## src/rtl/sram_port_arbiter_if.sv

```systemverilog
// Request, response and memory-port bundle for the two-client SRAM arbiter.
// Handshake: a request transfers on a rising edge where REQx_VALID and REQx_READY are both high;
// the requester holds VALID/WE/ADDR/WDATA stable until then, and READY never depends on the response side.
interface sram_port_arbiter_if #(
  parameter int ADDR_BIT_COUNT = 9,
  parameter int WORD_SIZE      = 32
);
  logic                      REQ0_VALID;
  logic                      REQ1_VALID;
  logic                      REQ0_READY;
  logic                      REQ1_READY;
  logic                      REQ0_WE;
  logic                      REQ1_WE;
  logic [ADDR_BIT_COUNT-1:0] REQ0_ADDR;
  logic [ADDR_BIT_COUNT-1:0] REQ1_ADDR;
  logic [WORD_SIZE-1:0]      REQ0_WDATA;
  logic [WORD_SIZE-1:0]      REQ1_WDATA;
  logic                      RSP0_VALID;
  logic                      RSP1_VALID;
  logic [WORD_SIZE-1:0]      RSP_DATA;
  logic                      MEM_CE;
  logic                      MEM_WE;
  logic [ADDR_BIT_COUNT-1:0] MEM_ADDR;
  logic [WORD_SIZE-1:0]      MEM_DIN;
  logic [WORD_SIZE-1:0]      MEM_DOUT;
  logic                      BUSY;

  modport slave (
    input  REQ0_VALID, REQ1_VALID, REQ0_WE, REQ1_WE, REQ0_ADDR, REQ1_ADDR,
           REQ0_WDATA, REQ1_WDATA, MEM_DOUT,
    output REQ0_READY, REQ1_READY, RSP0_VALID, RSP1_VALID, RSP_DATA,
           MEM_CE, MEM_WE, MEM_ADDR, MEM_DIN, BUSY
  );

  modport master (
    output REQ0_VALID, REQ1_VALID, REQ0_WE, REQ1_WE, REQ0_ADDR, REQ1_ADDR,
           REQ0_WDATA, REQ1_WDATA, MEM_DOUT,
    input  REQ0_READY, REQ1_READY, RSP0_VALID, RSP1_VALID, RSP_DATA,
           MEM_CE, MEM_WE, MEM_ADDR, MEM_DIN, BUSY
  );
endinterface

```

## src/rtl/sram_port_arbiter.sv

```systemverilog
// Round-robin arbiter for two request ports onto one SRAM CU port, with a
// two-stage read tag pipeline that steers returning words back to their requester.
module sram_port_arbiter #(
  parameter int ADDR_BIT_COUNT = 9,
  parameter int WORD_SIZE      = 32
) (
  input logic                CLK,
  input logic                RST,
  sram_port_arbiter_if.slave bus
);

  logic                      rr_q, rr_d;
  logic                      mem_ce_q, mem_ce_d;
  logic                      mem_we_q, mem_we_d;
  logic [ADDR_BIT_COUNT-1:0] mem_addr_q, mem_addr_d;
  logic [WORD_SIZE-1:0]      mem_din_q, mem_din_d;
  logic                      t1_rd_q, t1_rd_d, t1_port_q, t1_port_d;
  logic                      t2_rd_q, t2_rd_d, t2_port_q, t2_port_d;
  logic                      rsp0_q, rsp0_d, rsp1_q, rsp1_d;
  logic [WORD_SIZE-1:0]      rsp_data_q, rsp_data_d;
  logic                      both, gnt0, gnt1, acc;

  // Grant is purely combinational so READY answers VALID in the same cycle.
  always_comb begin
    both = bus.REQ0_VALID & bus.REQ1_VALID;
    gnt0 = ~RST & bus.REQ0_VALID & (~bus.REQ1_VALID | ~rr_q);
    gnt1 = ~RST & bus.REQ1_VALID & (~bus.REQ0_VALID | rr_q);
    acc  = gnt0 | gnt1;
  end

  always_comb begin
    rr_d       = rr_q;
    mem_ce_d   = acc;
    mem_we_d   = 1'b0;
    mem_addr_d = mem_addr_q;
    mem_din_d  = mem_din_q;
    t1_rd_d    = 1'b0;
    t1_port_d  = t1_port_q;
    // Pointer only moves under contention, toward the loser.
    if (acc && both) rr_d = gnt0;
    if (gnt0) begin
      mem_we_d   = bus.REQ0_WE;
      mem_addr_d = bus.REQ0_ADDR;
      mem_din_d  = bus.REQ0_WDATA;
      t1_rd_d    = ~bus.REQ0_WE;
      t1_port_d  = 1'b0;
    end else if (gnt1) begin
      mem_we_d   = bus.REQ1_WE;
      mem_addr_d = bus.REQ1_ADDR;
      mem_din_d  = bus.REQ1_WDATA;
      t1_rd_d    = ~bus.REQ1_WE;
      t1_port_d  = 1'b1;
    end
    t2_rd_d    = t1_rd_q;
    t2_port_d  = t1_port_q;
    rsp0_d     = t2_rd_q & ~t2_port_q;
    rsp1_d     = t2_rd_q & t2_port_q;
    rsp_data_d = t2_rd_q ? bus.MEM_DOUT : rsp_data_q;
  end

  always_ff @(posedge CLK or posedge RST) begin
    if (RST) begin
      rr_q       <= 1'b0;
      mem_ce_q   <= 1'b0;
      mem_we_q   <= 1'b0;
      mem_addr_q <= '0;
      mem_din_q  <= '0;
      t1_rd_q    <= 1'b0;
      t1_port_q  <= 1'b0;
      t2_rd_q    <= 1'b0;
      t2_port_q  <= 1'b0;
      rsp0_q     <= 1'b0;
      rsp1_q     <= 1'b0;
      rsp_data_q <= '0;
    end else begin
      rr_q       <= rr_d;
      mem_ce_q   <= mem_ce_d;
      mem_we_q   <= mem_we_d;
      mem_addr_q <= mem_addr_d;
      mem_din_q  <= mem_din_d;
      t1_rd_q    <= t1_rd_d;
      t1_port_q  <= t1_port_d;
      t2_rd_q    <= t2_rd_d;
      t2_port_q  <= t2_port_d;
      rsp0_q     <= rsp0_d;
      rsp1_q     <= rsp1_d;
      rsp_data_q <= rsp_data_d;
    end
  end

  assign bus.REQ0_READY = gnt0;
  assign bus.REQ1_READY = gnt1;
  assign bus.MEM_CE     = mem_ce_q;
  assign bus.MEM_WE     = mem_we_q;
  assign bus.MEM_ADDR   = mem_addr_q;
  assign bus.MEM_DIN    = mem_din_q;
  assign bus.RSP0_VALID = rsp0_q;
  assign bus.RSP1_VALID = rsp1_q;
  assign bus.RSP_DATA   = rsp_data_q;
  assign bus.BUSY       = mem_ce_q | t1_rd_q | t2_rd_q;

endmodule

```

## src/flat_wrapper.sv

```systemverilog
// flat-port wrapper written by rule: the top's interface ports become plain ports
module sram_port_arbiter_flat 
#(
  parameter int ADDR_BIT_COUNT = 9,
  parameter int WORD_SIZE      = 32
)
  (CLK, RST, bus_REQ0_VALID, bus_REQ1_VALID, bus_REQ0_WE, bus_REQ1_WE, bus_REQ0_ADDR, bus_REQ1_ADDR, bus_REQ0_WDATA, bus_REQ1_WDATA, bus_MEM_DOUT, bus_REQ0_READY, bus_REQ1_READY, bus_RSP0_VALID, bus_RSP1_VALID, bus_RSP_DATA, bus_MEM_CE, bus_MEM_WE, bus_MEM_ADDR, bus_MEM_DIN, bus_BUSY);
  sram_port_arbiter_if #(.ADDR_BIT_COUNT(ADDR_BIT_COUNT), .WORD_SIZE(WORD_SIZE)) bus_i ();
  input logic CLK;
  input logic RST;
  input wire logic [$bits(bus_i.REQ0_VALID)-1:0] bus_REQ0_VALID;
  input wire logic [$bits(bus_i.REQ1_VALID)-1:0] bus_REQ1_VALID;
  input wire logic [$bits(bus_i.REQ0_WE)-1:0] bus_REQ0_WE;
  input wire logic [$bits(bus_i.REQ1_WE)-1:0] bus_REQ1_WE;
  input wire logic [$bits(bus_i.REQ0_ADDR)-1:0] bus_REQ0_ADDR;
  input wire logic [$bits(bus_i.REQ1_ADDR)-1:0] bus_REQ1_ADDR;
  input wire logic [$bits(bus_i.REQ0_WDATA)-1:0] bus_REQ0_WDATA;
  input wire logic [$bits(bus_i.REQ1_WDATA)-1:0] bus_REQ1_WDATA;
  input wire logic [$bits(bus_i.MEM_DOUT)-1:0] bus_MEM_DOUT;
  output wire logic [$bits(bus_i.REQ0_READY)-1:0] bus_REQ0_READY;
  output wire logic [$bits(bus_i.REQ1_READY)-1:0] bus_REQ1_READY;
  output wire logic [$bits(bus_i.RSP0_VALID)-1:0] bus_RSP0_VALID;
  output wire logic [$bits(bus_i.RSP1_VALID)-1:0] bus_RSP1_VALID;
  output wire logic [$bits(bus_i.RSP_DATA)-1:0] bus_RSP_DATA;
  output wire logic [$bits(bus_i.MEM_CE)-1:0] bus_MEM_CE;
  output wire logic [$bits(bus_i.MEM_WE)-1:0] bus_MEM_WE;
  output wire logic [$bits(bus_i.MEM_ADDR)-1:0] bus_MEM_ADDR;
  output wire logic [$bits(bus_i.MEM_DIN)-1:0] bus_MEM_DIN;
  output wire logic [$bits(bus_i.BUSY)-1:0] bus_BUSY;
  assign bus_i.REQ0_VALID = bus_REQ0_VALID;
  assign bus_i.REQ1_VALID = bus_REQ1_VALID;
  assign bus_i.REQ0_WE = bus_REQ0_WE;
  assign bus_i.REQ1_WE = bus_REQ1_WE;
  assign bus_i.REQ0_ADDR = bus_REQ0_ADDR;
  assign bus_i.REQ1_ADDR = bus_REQ1_ADDR;
  assign bus_i.REQ0_WDATA = bus_REQ0_WDATA;
  assign bus_i.REQ1_WDATA = bus_REQ1_WDATA;
  assign bus_i.MEM_DOUT = bus_MEM_DOUT;
  assign bus_REQ0_READY = bus_i.REQ0_READY;
  assign bus_REQ1_READY = bus_i.REQ1_READY;
  assign bus_RSP0_VALID = bus_i.RSP0_VALID;
  assign bus_RSP1_VALID = bus_i.RSP1_VALID;
  assign bus_RSP_DATA = bus_i.RSP_DATA;
  assign bus_MEM_CE = bus_i.MEM_CE;
  assign bus_MEM_WE = bus_i.MEM_WE;
  assign bus_MEM_ADDR = bus_i.MEM_ADDR;
  assign bus_MEM_DIN = bus_i.MEM_DIN;
  assign bus_BUSY = bus_i.BUSY;
  sram_port_arbiter #(.ADDR_BIT_COUNT(ADDR_BIT_COUNT), .WORD_SIZE(WORD_SIZE)) u_core (.CLK(CLK), .RST(RST), .bus(bus_i));
endmodule
```

## config.mk

```make
export PLATFORM = sky130hd
export DESIGN_NAME = sram_port_arbiter_flat
export DESIGN_NICKNAME = d
export VERILOG_FILES = /design/src/rtl/sram_port_arbiter_if.sv /design/src/rtl/sram_port_arbiter.sv /design/src/flat_wrapper.sv
export SDC_FILE = /design/constraint.sdc
export NUM_CORES = 1
export LEC_CHECK = 0
export ABC_AREA = 1
export CORE_MARGIN = 2
export CORE_UTILIZATION = 35
export DETAILED_ROUTE_END_ITERATION = 16
export GPL_TIMING_DRIVEN = 0
export HOLD_SLACK_MARGIN = 0.12
export PLACE_DENSITY = 0.7
export SKIP_LAST_GASP = 1
export SLEW_MARGIN = 10
export SYNTH_ARGS = -nofsm -noshare
export SYNTH_HDL_FRONTEND = slang
export SYNTH_SLANG_ARGS = --single-unit
```

## constraint.sdc

```tcl
create_clock -name CLK -period 9.8 [get_ports CLK]
set_input_delay 2.94 -clock CLK [delete_from_list [all_inputs] [get_ports CLK]]
set_output_delay 2.94 -clock CLK [all_outputs]
set_load 0.05 [all_outputs]
```

==> summary.txt <==
setup bufs post-CTS: 0
via count: 3902
clock share of power: 17.1%
CTS H-tree depth: 3
commonest cells after routing, fill and taps aside: 228 x nand2_1, 199 x clkdlybuf4s50_1, 87 x inv_1, 84 x nand3_1, 82 x dfrtp_1
first-pass GRT wire length: 17400 um
routed vias/inst: 4.45
drt wl/cell: 12.7 um
Slew @ Worst Pin: 0.565 ns
fin. max-slew vios: 0
CTS Sinks: 82
LEAKAGE: 3.29 nW
Die Ht: 109 um
Hold Vio Cnt, Final: 0
placed insts: 860
Place WS: 1.47 ns
layout cells sized above 1: 5.57%
Port Buffers: 199
Synth-to-Final Area Change: 61.6%
Max VDD drop: 0.000121 V
Synth Register Bits: 82
RSZ-0062 raised after global routing: no
CP Launch Type: input port
XOR/XNOR Fraction of Synth Area: 0.227%
All-Layer GR Usage: 18.9%
Synth Warn #: 0
switching part of the total: 44.4%
fin nets: 851
largest family of logic cells by synthesized area: simple AND/OR/NAND/NOR gates
Setup TNS: 0 ns
core area: 0.0108 mm2
drt first pass iters: 4
multiplexer share of the synthesized area: 0%
Post-Syn Instances: 520
min-delay worst type: flop to flop
total gr overflow: 0
Setup crit end kind: primary output
DR iter-0 viols: 166
combinational power share: 48.0%
# DRC: 0
DIE AREA: 0.0119 mm2
status: completed
flop2flop setup slack: 8.36 ns
Avg Inst Size Synth: 7.41 um2
largest net degree at the start of global routing: 50
post-route setup slack: 1.57 ns
Max-Cap Viols: 0
row count: 38
final wirelength: 11100 um
Mapped Nets: 640
Inserted Clock Buffers: 9
# hold bufs at CTS: 0
post_cts resized: 0
Final ANT Viol Nets: 0
crit-path max FO: 49
P per Cell Area: 208 mW/mm2
Die Width: 109 um
initial antenna violation count: 0
root buf cell: clkbuf_8
commonest non-fill, non-tap cell in the layout: nand2_1
CTS Buffer Depth: 2
Synth cell types: 16
Seq/Total Area, Yosys: 53.2%
final period utilization: 83.9%
vias in the first global route: 3764
antenna diode count: 0
RePlAce Congestion: 0.833
Worst-Skew Late Latency: 0.35 ns
# fillers: 1013
fraction of the mapped netlist area in simple logic gates: 33.9%
skew final: 0.00833 ns
Critical Path RT: 6.86 ns
Adder-Cell Fraction of Synth Area: 0%
maximum operating frequency: 122 MHz
CTS tree: done
Mapped Area: 0.00385 mm2
Finished Layout Cells: 876
post-synthesis compound-gate area fraction: 0.357%
Final HPWL DP: 8590 um
sequential power share: 35.0%
CP arrival: 5.29 ns
Ports: 200
Worst-path clk slew: 0.08 ns
CP Class: input port to primary output
internal power: 0.000720 W
Setup-failing EPs final: 0
post-layout min period: 8.23 ns
relative slew slack: 62.2%
Initial Utilization: 35.7%
Sw Pwr: 0.000576 W
-- flip-flops by register name, indices dropped and copies added, names as in the netlist --
| register | cells |
|---|---|
| u_core.bus.MEM_CE | 1 |
| u_core.bus.RSP1_VALID | 1 |
| u_core.bus.RSP0_VALID | 1 |
| u_core.bus.RSP_DATA | 32 |
| u_core.t1_rd_q | 1 |
| u_core.t1_port_q | 1 |
| u_core.bus.MEM_ADDR | 9 |
| u_core.bus.MEM_WE | 1 |
| u_core.t2_port_q | 1 |
| u_core.t2_rd_q | 1 |
| u_core.rr_q | 1 |
| u_core.bus.MEM_DIN | 32 |
-- routing by layer --
metal	vias up	track usage, %	routed length, um	share of wire (%)
met5	-	0	0	0
li1	1963	-	-	-
met3	15	5.08	1020	9.1
met1	1776	22.0	4670	42
met2	148	33.5	5230	47
met4	0	6.23	186	1.7
-- worst max-delay path: stages --
cell and delay (ns):
clkdlybuf4s50_1 0.48, inv_4 0.40, buf_16 0.30, nand3_2 0.21, inv_1 0.12, clkdlybuf4s50_1 0.83
-- logic make-up after synthesis --
group / count (synthesis)
simple gates: 317
buf+inv: 118
flops: 82
compound gates: 2
xor+xnor: 1
-- per-stage QoR --
step	hold WS, ns	instance area, um2	utilization [%]	power, W
final	0.389	6230	57.7	0.00130
after global routing	0.411	6230	57.7	0.00137
after CTS	0.383	6230	57.7	0.00131
after detailed placement	0.362	6050	56.1	0.00109
after global placement	0.366	6020	55.8	0.00108
after floorplan	0.354	3850	-	0.000841
-- worst paths after layout --
path / from / endpoint / cells after the start
setup / recovery: RST / bus_REQ0_READY / 6
hold / removal: u_core.t1_rd_q / u_core.t2_rd_q / 0
setup reg to reg: u_core.rr_q / u_core.bus.MEM_DIN[24] / 5
hold reg to reg: u_core.t1_rd_q / u_core.t2_rd_q / 0
max in group asynchronous: RST / u_core.bus.RSP_DATA[7] / 3
min in group asynchronous: RST / u_core.bus.MEM_DIN[7] / 2
-- cell usage after synthesis, drive strengths merged --
cell,count,area share (%)
or2,1,0.16
nand3,85,11
clkbuf,10,0.97
dfrtp,82,53
xor2,1,0.23
o21ai,2,0.36
clkinv,1,0.097
inv,90,8.8
nand2,228,22
buf,17,2.5
nor2,3,0.36
-- cell type report --
class                           count  area [um2]  share of cell area (%)
Clock buffer                        9         124                    1.99
Multi-Input combinational cell    320        1330                    21.3
Buffer                             27         133                    2.13
Tap cell                          140         175                    2.81
Clock inverter                      7        52.6                   0.844
Inverter                           91         344                    5.52
Sequential cell                    82        2050                    32.9
Timing Repair Buffer              200        2020                    32.4
-- power by group through the flow --
stage               combinational, W  sequential, W  clock [W]
floorplan                   0.000128       0.000714          0
finish                      0.000622       0.000453   0.000222
global route                0.000663       0.000462   0.000245
CTS                         0.000628       0.000453   0.000230
global placement            0.000618       0.000457          0
detailed placement          0.000627       0.000459          0
Power figures use the tool's default switching activity.
